File: src/rtl/regfile_writeback_pkg.sv
// -----------------------------------------------------------------------------
// regfile_writeback_pkg
// Shared definitions for the integer register file / write-back stage:
//   XLEN        - register data width
//   REG_ADDR_W  - register address width (x0..x31)
//   NUM_REGS    - number of architectural registers
//   REG_ZERO    - address of the hardwired-zero register
//   wb_entry    - one pending write (destination address + data)
// -----------------------------------------------------------------------------
package regfile_writeback_pkg;

   localparam int XLEN       = 32;
   localparam int REG_ADDR_W = 5;
   localparam int NUM_REGS   = 32;

   localparam logic [REG_ADDR_W-1:0] REG_ZERO = 5'd0;

   typedef struct packed {
      logic [REG_ADDR_W-1:0] addr;
      logic [XLEN-1:0]       data;
   } wb_entry;

endpackage

File: src/rtl/regfile_writeback_pending_queue.sv
// -----------------------------------------------------------------------------
// wb_pending_queue
// Circular FIFO of pending ALU writes with two parallel address lookups that
// return the newest matching entry (used for read bypass).
// Ports:
//   clk, reset_n              clock, asynchronous active-low reset
//   push, push_entry          enqueue one entry (ignored when full)
//   pop                       dequeue the head (ignored when empty)
//   head                      oldest entry
//   count, full, empty        occupancy
//   lookup1_addr/_hit/_data   lookup port 1: newest entry with matching addr
//   lookup2_addr/_hit/_data   lookup port 2: newest entry with matching addr
// -----------------------------------------------------------------------------
module wb_pending_queue
   import regfile_writeback_pkg::*;
#(
   parameter int DEPTH = 2
) (
   input  logic                         clk,
   input  logic                         reset_n,
   input  logic                         push,
   input  wb_entry                      push_entry,
   input  logic                         pop,
   output wb_entry                      head,
   output logic [$clog2(DEPTH+1)-1:0]   count,
   output logic                         full,
   output logic                         empty,
   input  logic [REG_ADDR_W-1:0]        lookup1_addr,
   output logic                         lookup1_hit,
   output logic [XLEN-1:0]              lookup1_data,
   input  logic [REG_ADDR_W-1:0]        lookup2_addr,
   output logic                         lookup2_hit,
   output logic [XLEN-1:0]              lookup2_data
);

   localparam int CNT_W = $clog2(DEPTH+1);
   localparam int PTR_W = (DEPTH > 1) ? $clog2(DEPTH) : 1;
   localparam logic [CNT_W-1:0] DEPTH_CNT = CNT_W'(DEPTH);
   localparam logic [PTR_W:0]   DEPTH_IDX = (PTR_W+1)'(DEPTH);

   wb_entry            mem_r [DEPTH];
   logic [PTR_W-1:0]   rd_ptr_r;
   logic [PTR_W-1:0]   wr_ptr_r;
   logic [CNT_W-1:0]   count_r;
   logic               push_ok_s;
   logic               pop_ok_s;

   // Pointer advance with wrap at DEPTH (DEPTH need not be a power of two).
   function automatic logic [PTR_W-1:0] ptr_inc(input logic [PTR_W-1:0] p);
      if ({1'b0, p} == (DEPTH_IDX - {{PTR_W{1'b0}}, 1'b1})) begin
         return {PTR_W{1'b0}};
      end else begin
         return p + {{(PTR_W-1){1'b0}}, 1'b1};
      end
   endfunction

   // Physical slot of the entry 'off' positions after the head.
   function automatic logic [PTR_W-1:0] slot_of(input logic [PTR_W-1:0] base,
                                                input logic [PTR_W:0]   off);
      logic [PTR_W:0] s;
      s = {1'b0, base} + off;
      if (s >= DEPTH_IDX) begin
         s = s - DEPTH_IDX;
      end else begin
         s = s;
      end
      return s[PTR_W-1:0];
   endfunction

   assign full      = (count_r == DEPTH_CNT);
   assign empty     = (count_r == {CNT_W{1'b0}});
   assign count     = count_r;
   assign head      = mem_r[rd_ptr_r];
   assign push_ok_s = push & ~full;
   assign pop_ok_s  = pop & ~empty;

   // Storage, pointers and occupancy counter.
   always_ff @(posedge clk or negedge reset_n) begin
      if (!reset_n) begin
         rd_ptr_r <= {PTR_W{1'b0}};
         wr_ptr_r <= {PTR_W{1'b0}};
         count_r  <= {CNT_W{1'b0}};
         for (int i = 0; i < DEPTH; i++) begin
            mem_r[i] <= '{addr: 5'd0, data: 32'd0};
         end
      end else begin
         if (push_ok_s) begin
            mem_r[wr_ptr_r] <= push_entry;
            wr_ptr_r        <= ptr_inc(wr_ptr_r);
         end
         if (pop_ok_s) begin
            rd_ptr_r <= ptr_inc(rd_ptr_r);
         end
         case ({push_ok_s, pop_ok_s})
            2'b10:   count_r <= count_r + {{(CNT_W-1){1'b0}}, 1'b1};
            2'b01:   count_r <= count_r - {{(CNT_W-1){1'b0}}, 1'b1};
            default: count_r <= count_r;
         endcase
      end
   end

   // Scan oldest to newest so the last match (the newest entry) wins.
   always_comb begin
      lookup1_hit  = 1'b0;
      lookup1_data = {XLEN{1'b0}};
      lookup2_hit  = 1'b0;
      lookup2_data = {XLEN{1'b0}};
      for (int i = 0; i < DEPTH; i++) begin
         if ((CNT_W'(i) < count_r) &&
             (mem_r[slot_of(rd_ptr_r, (PTR_W+1)'(i))].addr == lookup1_addr)) begin
            lookup1_hit  = 1'b1;
            lookup1_data = mem_r[slot_of(rd_ptr_r, (PTR_W+1)'(i))].data;
         end else begin
            lookup1_hit  = lookup1_hit;
            lookup1_data = lookup1_data;
         end
         if ((CNT_W'(i) < count_r) &&
             (mem_r[slot_of(rd_ptr_r, (PTR_W+1)'(i))].addr == lookup2_addr)) begin
            lookup2_hit  = 1'b1;
            lookup2_data = mem_r[slot_of(rd_ptr_r, (PTR_W+1)'(i))].data;
         end else begin
            lookup2_hit  = lookup2_hit;
            lookup2_data = lookup2_data;
         end
      end
   end

endmodule

File: src/rtl/regfile_writeback.sv
// -----------------------------------------------------------------------------
// regfile_writeback
// x0..x31 integer register file with a merged write-back stage. Loads from the
// memory controller always win the single write port; ALU writes that collide
// with a load (or arrive behind queued ones) wait in a small pending queue.
// Ports:
//   clk, reset_n                         clock, asynchronous active-low reset
//   load_write_req/_addr/_data           load result stream (oldest source)
//   alu_write_req/_addr/_data            ALU/jump result stream (youngest)
//   src1_addr/src1_value                 combinational read port 1 (bypassed)
//   src2_addr/src2_value                 combinational read port 2 (bypassed)
//   wb_stall                             queue full, upstream holds ALU write
//   queue_count                          pending-queue occupancy
// -----------------------------------------------------------------------------
module regfile_writeback
   import regfile_writeback_pkg::*;
#(
   parameter int QUEUE_DEPTH = 2
) (
   input  logic                               clk,
   input  logic                               reset_n,
   input  logic                               load_write_req,
   input  logic [REG_ADDR_W-1:0]              load_write_addr,
   input  logic [XLEN-1:0]                    load_write_data,
   input  logic                               alu_write_req,
   input  logic [REG_ADDR_W-1:0]              alu_write_addr,
   input  logic [XLEN-1:0]                    alu_write_data,
   input  logic [REG_ADDR_W-1:0]              src1_addr,
   input  logic [REG_ADDR_W-1:0]              src2_addr,
   output logic [XLEN-1:0]                    src1_value,
   output logic [XLEN-1:0]                    src2_value,
   output logic                               wb_stall,
   output logic [$clog2(QUEUE_DEPTH+1)-1:0]   queue_count
);

   logic [XLEN-1:0]       regs_r [NUM_REGS];

   wb_entry               q_head_s;
   logic                  q_full_s;
   logic                  q_empty_s;
   logic                  q_push_s;
   logic                  q_pop_s;
   logic                  q_hit1_s;
   logic                  q_hit2_s;
   logic [XLEN-1:0]       q_data1_s;
   logic [XLEN-1:0]       q_data2_s;

   logic                  alu_take_s;
   logic                  commit_en_s;
   logic [REG_ADDR_W-1:0] commit_addr_s;
   logic [XLEN-1:0]       commit_data_s;

   // Youngest-first bypass: accepted ALU input, queue (newest first), load, array.
   function automatic logic [XLEN-1:0] bypass(
      input logic [REG_ADDR_W-1:0] a,
      input logic                  alu_take,
      input logic [REG_ADDR_W-1:0] alu_addr,
      input logic [XLEN-1:0]       alu_data,
      input logic                  q_hit,
      input logic [XLEN-1:0]       q_data,
      input logic                  load_req,
      input logic [REG_ADDR_W-1:0] load_addr,
      input logic [XLEN-1:0]       load_data,
      input logic [XLEN-1:0]       arr_data);
      if (a == REG_ZERO) begin
         return {XLEN{1'b0}};
      end else if (alu_take && (alu_addr == a)) begin
         return alu_data;
      end else if (q_hit) begin
         return q_data;
      end else if (load_req && (load_addr == a)) begin
         return load_data;
      end else begin
         return arr_data;
      end
   endfunction

   // wb_stall depends only on the registered occupancy, so a stalled ALU
   // write is neither accepted nor forwarded. x0 writes are dropped here.
   assign alu_take_s = alu_write_req & ~q_full_s & (alu_write_addr != REG_ZERO);
   assign q_push_s   = alu_take_s & (load_write_req | ~q_empty_s);
   assign wb_stall   = q_full_s;

   wb_pending_queue #(
      .DEPTH (QUEUE_DEPTH)
   ) u_queue (
      .clk          (clk),
      .reset_n      (reset_n),
      .push         (q_push_s),
      .push_entry   ('{addr: alu_write_addr, data: alu_write_data}),
      .pop          (q_pop_s),
      .head         (q_head_s),
      .count        (queue_count),
      .full         (q_full_s),
      .empty        (q_empty_s),
      .lookup1_addr (src1_addr),
      .lookup1_hit  (q_hit1_s),
      .lookup1_data (q_data1_s),
      .lookup2_addr (src2_addr),
      .lookup2_hit  (q_hit2_s),
      .lookup2_data (q_data2_s)
   );

   // Commit selection in age order: load, then queue head, then direct ALU.
   // A load to x0 still occupies the write port for that cycle.
   always_comb begin
      commit_en_s   = 1'b0;
      commit_addr_s = REG_ZERO;
      commit_data_s = {XLEN{1'b0}};
      q_pop_s       = 1'b0;
      if (load_write_req) begin
         commit_en_s   = (load_write_addr != REG_ZERO);
         commit_addr_s = load_write_addr;
         commit_data_s = load_write_data;
      end else if (!q_empty_s) begin
         commit_en_s   = 1'b1;
         commit_addr_s = q_head_s.addr;
         commit_data_s = q_head_s.data;
         q_pop_s       = 1'b1;
      end else if (alu_take_s) begin
         commit_en_s   = 1'b1;
         commit_addr_s = alu_write_addr;
         commit_data_s = alu_write_data;
      end else begin
         commit_en_s   = 1'b0;
      end
   end

   // Register array write port; x0 is never written and stays zero.
   always_ff @(posedge clk or negedge reset_n) begin
      if (!reset_n) begin
         for (int i = 0; i < NUM_REGS; i++) begin
            regs_r[i] <= {XLEN{1'b0}};
         end
      end else begin
         if (commit_en_s && (commit_addr_s != REG_ZERO)) begin
            regs_r[commit_addr_s] <= commit_data_s;
         end
      end
   end

   assign src1_value = bypass(src1_addr, alu_take_s, alu_write_addr, alu_write_data,
                              q_hit1_s, q_data1_s, load_write_req, load_write_addr,
                              load_write_data, regs_r[src1_addr]);
   assign src2_value = bypass(src2_addr, alu_take_s, alu_write_addr, alu_write_data,
                              q_hit2_s, q_data2_s, load_write_req, load_write_addr,
                              load_write_data, regs_r[src2_addr]);

endmodule

File: config.mk
export PLATFORM = sky130hd
export DESIGN_NAME = regfile_writeback
export DESIGN_NICKNAME = d
export VERILOG_FILES = /design/src/rtl/regfile_writeback_pkg.sv /design/src/rtl/regfile_writeback_pending_queue.sv /design/src/rtl/regfile_writeback.sv
export SDC_FILE = /design/constraint.sdc
export NUM_CORES = 2
export LEC_CHECK = 0
export BUFFER_PORTS_ARGS = -buffer_cell sky130_fd_sc_hd__buf_2
export CAP_MARGIN = 0
export CORE_MARGIN = 2
export CORE_UTILIZATION = 45
export DETAILED_ROUTE_END_ITERATION = 16
export GPL_TIMING_DRIVEN = 0
export MAX_ROUTING_LAYER = met4
export PLACE_DENSITY = 0.67
export SYNTH_ARGS = -nofsm -noshare
export SYNTH_HDL_FRONTEND = slang
export SYNTH_HIERARCHICAL = 1
export SYNTH_SLANG_ARGS = --single-unit
export TNS_END_PERCENT = 100
File: constraint.sdc
create_clock -name clk -period 8.3 [get_ports clk]
set_input_delay 0.83 -clock clk [delete_from_list [all_inputs] [get_ports clk]]
set_output_delay 0.83 -clock clk [all_outputs]
set_load 0.02 [all_outputs]
## After elaboration in Yosys (flattened, before gate mapping)

Cells that the tools add are included.

- $add $sub $neg: 7
- Order comparisons: 17
- Eq/ne operators: 11
- Muxes and demuxes: 69
- Bitwise operators: 19
- Reduce and logical (&&, ||, !) cells: 18

Operators by type and width:

| kind | number |
|---|---|
| $bwmux W1024 | 1 |
| $mux W32 | 32 |
| $mux W37 | 10 |
| $bmux W32 S5 | 2 |
| $demux W32 S5 | 1 |
| $bwmux W74 | 1 |
| $eq A5 B5 Y1 | 8 |
| $demux W37 S1 | 1 |
| $ge A2 B2 Y1 const B | 9 |
| $ge A6 B6 Y1 const B | 3 |
| $not A5 Y6 | 3 |
| $mux W1 | 17 |
| $not A1 Y2 | 8 |
| $mux W5 | 3 |
| $reduce_bool A5 Y1 | 3 |
| $logic_and A1 B1 Y1 | 11 |
| $logic_not A5 Y1 | 2 |
| $lt A6 B1 Y1 const B | 1 |
| $and A1 B1 Y1 | 5 |
| $eq A2 B2 Y1 const B | 2 |
| $lt A1 B2 Y1 const A | 2 |
| $pmux W2 S2 | 1 |
| $add A1 B1 Y1 const B | 2 |
| $add A1 B1 Y2 const B | 1 |
| 10 further kinds | 12 |

- Register bits after elaboration: 1102
- Bits of input ports: 88

## Logic depth before layout (Yosys ltp)

- Word-level depth: 18
- Gate-level depth with buffers: 14

## Cells and area by module

The synthesis kept the hierarchy.

By module, submodules not included:

| module | times used | cells an instance | area each (um^2) | seq. area each (um^2) |
|---|---|---|---|---|
| regfile_writeback | 1 | 5304 | 55055.3 | 25624.6 |
| wb_pending_queue | 1 | 679 | 6651.4 | 1951.9 |

## Least setup slack after synthesis

No wires, ideal clock.

- Path type: input port to output port
- Start point: input src1_addr[4]
- End point: output src1_value[17]
- Arrival: 3.237 ns
- Required time: 7.470 ns
- Setup slack: 4.233 ns
- Cell stages on the path: 9
- Path buffers: 4
- Cell sequence: xnor2_1 -> or4_1 -> buf_4 -> buf_2 -> o21ai_1 -> clkbuf_1 -> clkbuf_1 -> a22oi_1 -> a211oi_1

- Elaborated cells between the ends (all ways): 21

RTL lines:

| what | RTL line | text |
|---|---|---|
| start: declaration | regfile_writeback.sv:28 | `input logic [REG_ADDR_W-1:0] src1_addr,` |
| $eq A5 B5 Y1 | regfile_writeback_pending_queue.sv:110 | `(mem_r[slot_of(rd_ptr_r, (PTR_W+1)'(i))].addr == lookup1_addr)) begin` |
| $logic_and A1 B1 Y1 | regfile_writeback_pending_queue.sv:109 | `if ((CNT_W'(i) < count_r) &&` |
| $mux W1 | regfile_writeback_pending_queue.sv:109 |  |
| $mux W1 * | regfile_writeback_pending_queue.sv:109 |  |
| via q_hit1_s | regfile_writeback.sv:43 | `logic q_hit1_s;` |
| $mux W32 * | regfile_writeback.sv:69 | `end else if (q_hit) begin` |
| $mux W32 * | regfile_writeback.sv:67 | `end else if (alu_take && (alu_addr == a)) begin` |
| $mux W32 * | regfile_writeback.sv:65 | `if (a == REG_ZERO) begin` |
| end: declaration | regfile_writeback.sv:30 | `output logic [XLEN-1:0] src1_value,` |

The timed path passes the listed nets; every way through them passes the cells marked *. The select of a mux whose other input is x is not followed.

## Worst setup path after layout

- Start point: input src1_addr[2]
- End point: output src1_value[22]

- Cells in the longest elaborated chain, start to end: 8
- Elaborated cells between the ends (all ways): 21

RTL lines:

| what | RTL line | text |
|---|---|---|
| $not A5 Y6 (not written as such) | regfile_writeback.sv:144 | `load_write_data, regs_r[src1_addr]);` |
| $bmux W32 S5 | regfile_writeback.sv:144 |  |
| $mux W32 (not written as such) (2 in a row) | regfile_writeback.sv:144 |  |
| $mux W32 | regfile_writeback.sv:71 | `end else if (load_req && (load_addr == a)) begin` |
| $mux W32 | regfile_writeback.sv:69 |  |
| $mux W32 | regfile_writeback.sv:67 |  |
| $mux W32 * | regfile_writeback.sv:65 |  |

Mark *: on every way between the ends. The rest lies on a longest branch, timed or not. The select of a mux whose other input is x is not followed.

==> impl_metrics.toml <==
[synthesis]
postSynth.asyncResetShare = 1.000
synthXorXnorAreaFrac = 0.006245
yosysTopAreaCell = "dfrtp_1"
synth-main-ff-cell = "dfrtp_1"
synthAdderAreaFrac = 0.0008111
yosys_warnings = 6
postSynthCellCount = 5983
syn_area_um2 = 61710
synth_seq_area_share = 0.4469
synth_simple_gate_area_frac = 0.09848
synth_compound_area_frac = 0.1773
synth_cell_types = 60
yosysTopAreaCellShare = 0.4469
synth_seq_cells = 1102
synthesis.nets = 6075
synth_top_family_by_area = "multiplexers"
synth.top_cells.by_area = "dfrtp_1 (45%), mux4_2 (13%), o21ai_0 (6.8%)"
synth_edf_count = 0
avgSynthCellArea_um2 = 10.31
synthMuxAreaShare = 0.2237

[clocking]
cts_buffer_depth = 3
cts_num_sinks = 1102
clk_latency_ns = 0.83
path_clk_slew_ns = 0.06
cts_buffers = 134
cts_htree_levels = 4
cts_root_buffer = "clkbuf_16"
cts_tree = "yes"

[timing]
worst_slack_ns = -0.5335
slew_viol_final = 166
fin_skew_ns = 0.04038
timing.fmax_ghz = 0.1132
tns_ns = -1.412
hold_viol = 0
final.min_clock_period_ns = 8.834
fin_crit_sh = 1.064
worstMarginPinSlew_ns = 1.722
setup_viol = 4
grt_setup_unrepaired = "no"
slew_headroom = -0.1482

[floorplanning]
die-area_um2 = 140100
core_um2 = 135800
initial_core_util = 0.4544
ios = 155
die_w_um = 374.3
die-height_um = 374.3
num_rows = 135

[setup_path]
r2r_end = "regs_r[983]$_DFFE_PN0P_"
required_ns = 7.47
rr_worst_depth = 10
cpMostUsedCell = "buf_2"
cp_top_family = "buffers and inverters"
cp-start-kind = "input port"
path_class = "input port to output port"
cp_slowest_cell = "a21oi_1"
worstPathMaxFanout = 11
endpoint_kind = "output port"
r2r_start = "u_queue/count[1]$_DFFE_PN0P_"
worstPathCellList = "buf_2, buf_2, buf_2, buf_2, buf_1, clkbuf_2, clkbuf_1, o211ai_1, a21oi_1, a21oi_1, nor2_1, buf_2"
r2r_setup_slack_ns = 2.84
max_stage_delay_ns = 1.10
cp.depth = 12
critPathBufInv = 8
cp.arrival_ns = 8.00

[detailed_routing]
via_per_inst = 7.431
wl_per_cell_um = 45.34
ant_nets = 0
vias = 61550
drtIter0Drc = 11270
firstDrtPassIters = 10
drt_wl_total_mm = 375.5
drc = 0

[power]
vdd_ir_drop_max_mv = 0.2190
pwr_density_cell_nw_per_um2 = 398.0
power.leakage_nw = 29.30
finalPower_mw = 27.91

[layout]
fin_nets = 6436
drive_above_1_share = 0.1759
fill_cells = 12590
post-route-util = 0.5164
final_common_cell = "dfrtp_1"
mostFrequentLayoutCells = "dfrtp_1 (1102), nand2_1 (892), o21ai_0 (837)"
area_growth_pct = 13.64

[outcome]
violations = "capacitance limit, slew limit, setup timing"
status = "finished with violations"

[grt]
antenna_found_initial = 52
grt_usage = 0.5450
grt_pass1_wl_mm = 501.0
grt_overflow_total = 0
grt_max_degree = 164
grt_pass1_vias = 57430

[hold_path]
whs_path_depth = 2
hold_start = "alu_write_data[17]"
hold_path.class = "input port to register"
min_to = "u_queue/mem_r[54]$_DFFE_PN0P_"

[place]
dp_hpwl_mm = 275.8
port-buffer-count = 153
gp_congestion = 1.156
place_ws_ns = -0.06999

[job]
drv_cap = 19
[metal layers]
layer / vias to the layer above / share of wire / track usage
met5: - / 0 / -
met4: 0 / 0.099 / 0.4283
met3: 1687 / 0.16 / 0.2764
met2: 6022 / 0.40 / 0.7153
met1: 30760 / 0.34 / 0.6216
li1: 23080 / - / -
[Yosys cell counts, types with 17 or more instances]
cell type / instances
xnor2_1: 33
nand3_1: 116
a21oi_1: 295
a31oi_1: 79
nor3_1: 22
buf_1: 39
o2111ai_1: 124
a32oi_1: 62
nand2b_1: 18
nor2_1: 247
nand2_1: 892
nor2b_1: 30
a2111oi_0: 17
o311ai_0: 17
mux2i_1: 376
a22oi_1: 107
o221ai_1: 31
a211oi_1: 37
o211ai_1: 22
clkbuf_1: 526
o22ai_1: 59
o21ai_0: 838
mux2_2: 152
a21o_1: 18
inv_1: 32
buf_2: 97
mux4_2: 365
dfrtp_1: 1102
a222oi_1: 35
nand3b_1: 59
[cell families after synthesis]
family                     count (synthesis)
AOI/OAI and AO/OA                       1793
buffers and inverters                    709
xor gates and xnor gates                  44
DFF                                     1102
muxes                                    900
adders and majority gates                  4
and+or+nand+nor                         1431
[registers in the layout, indices dropped and copies added (netlist names)]
| register | flops |
|---|---|
| u_queue/mem_r | 74 |
| u_queue/wr_ptr_r | 1 |
| u_queue/rd_ptr_r | 1 |
| regs_r | 1024 |
| u_queue/count | 2 |
[what timing repair did]
action	CTS	global route
hold endpoints to repair	63	0
setup buffers	0	0
resized for setup	1	0
setup endpoints to repair	2	0
hold buffers	1	0
[layout make-up]
type | count | area (um2) | area share
multi-input combinational | 4172 | 31300 | 0.4463
sequential | 1102 | 27580 | 0.3932
clock buffer | 187 | 3906 | 0.05570
buffer | 677 | 2808 | 0.04004
tap | 1781 | 2228 | 0.03178
timing repair buffer | 225 | 1494 | 0.02130
clock inverter | 46 | 539.3 | 0.007690
antenna | 61 | 152.6 | 0.002177
inverter | 32 | 120.1 | 0.001713
[power by group]
group | switching [mW] | leakage, nW | internal, mW
Sequential | 2.41 | 14.1 | 7.68
Combinational | 7.69 | 13.0 | 4.04
Clock | 2.63 | 2.20 | 3.46
Total | 12.7 | 29.3 | 15.2
[how the worst max path moves through the flow]
stage	startpoint	to	slack, ns
after detailed placement	src1_addr[2]	src1_value[22]	-0.07
after global routing	src1_addr[2]	src1_value[30]	0.09
after global placement	reset_n	regs_r[177]$_DFFE_PN0P_	-18.57
after floorplan	src1_addr[4]	src1_value[17]	4.23
after CTS	src1_addr[2]	src1_value[22]	0.30
final	src1_addr[2]	src1_value[22]	-0.53
[stage by stage]
stage / cells / cell area, um2 / hold slack, ns
after floorplan: 5983 / 61710 / 0.4413
after global placement: 7917 / 64700 / 0.4560
after detailed placement: 7984 / 65460 / 0.4633
after CTS: 8218 / 69920 / 0.3322
after global routing: 8277 / 70110 / 0.3610
final: 8283 / 70120 / 0.3500
Power figures use the tool's default switching activity.
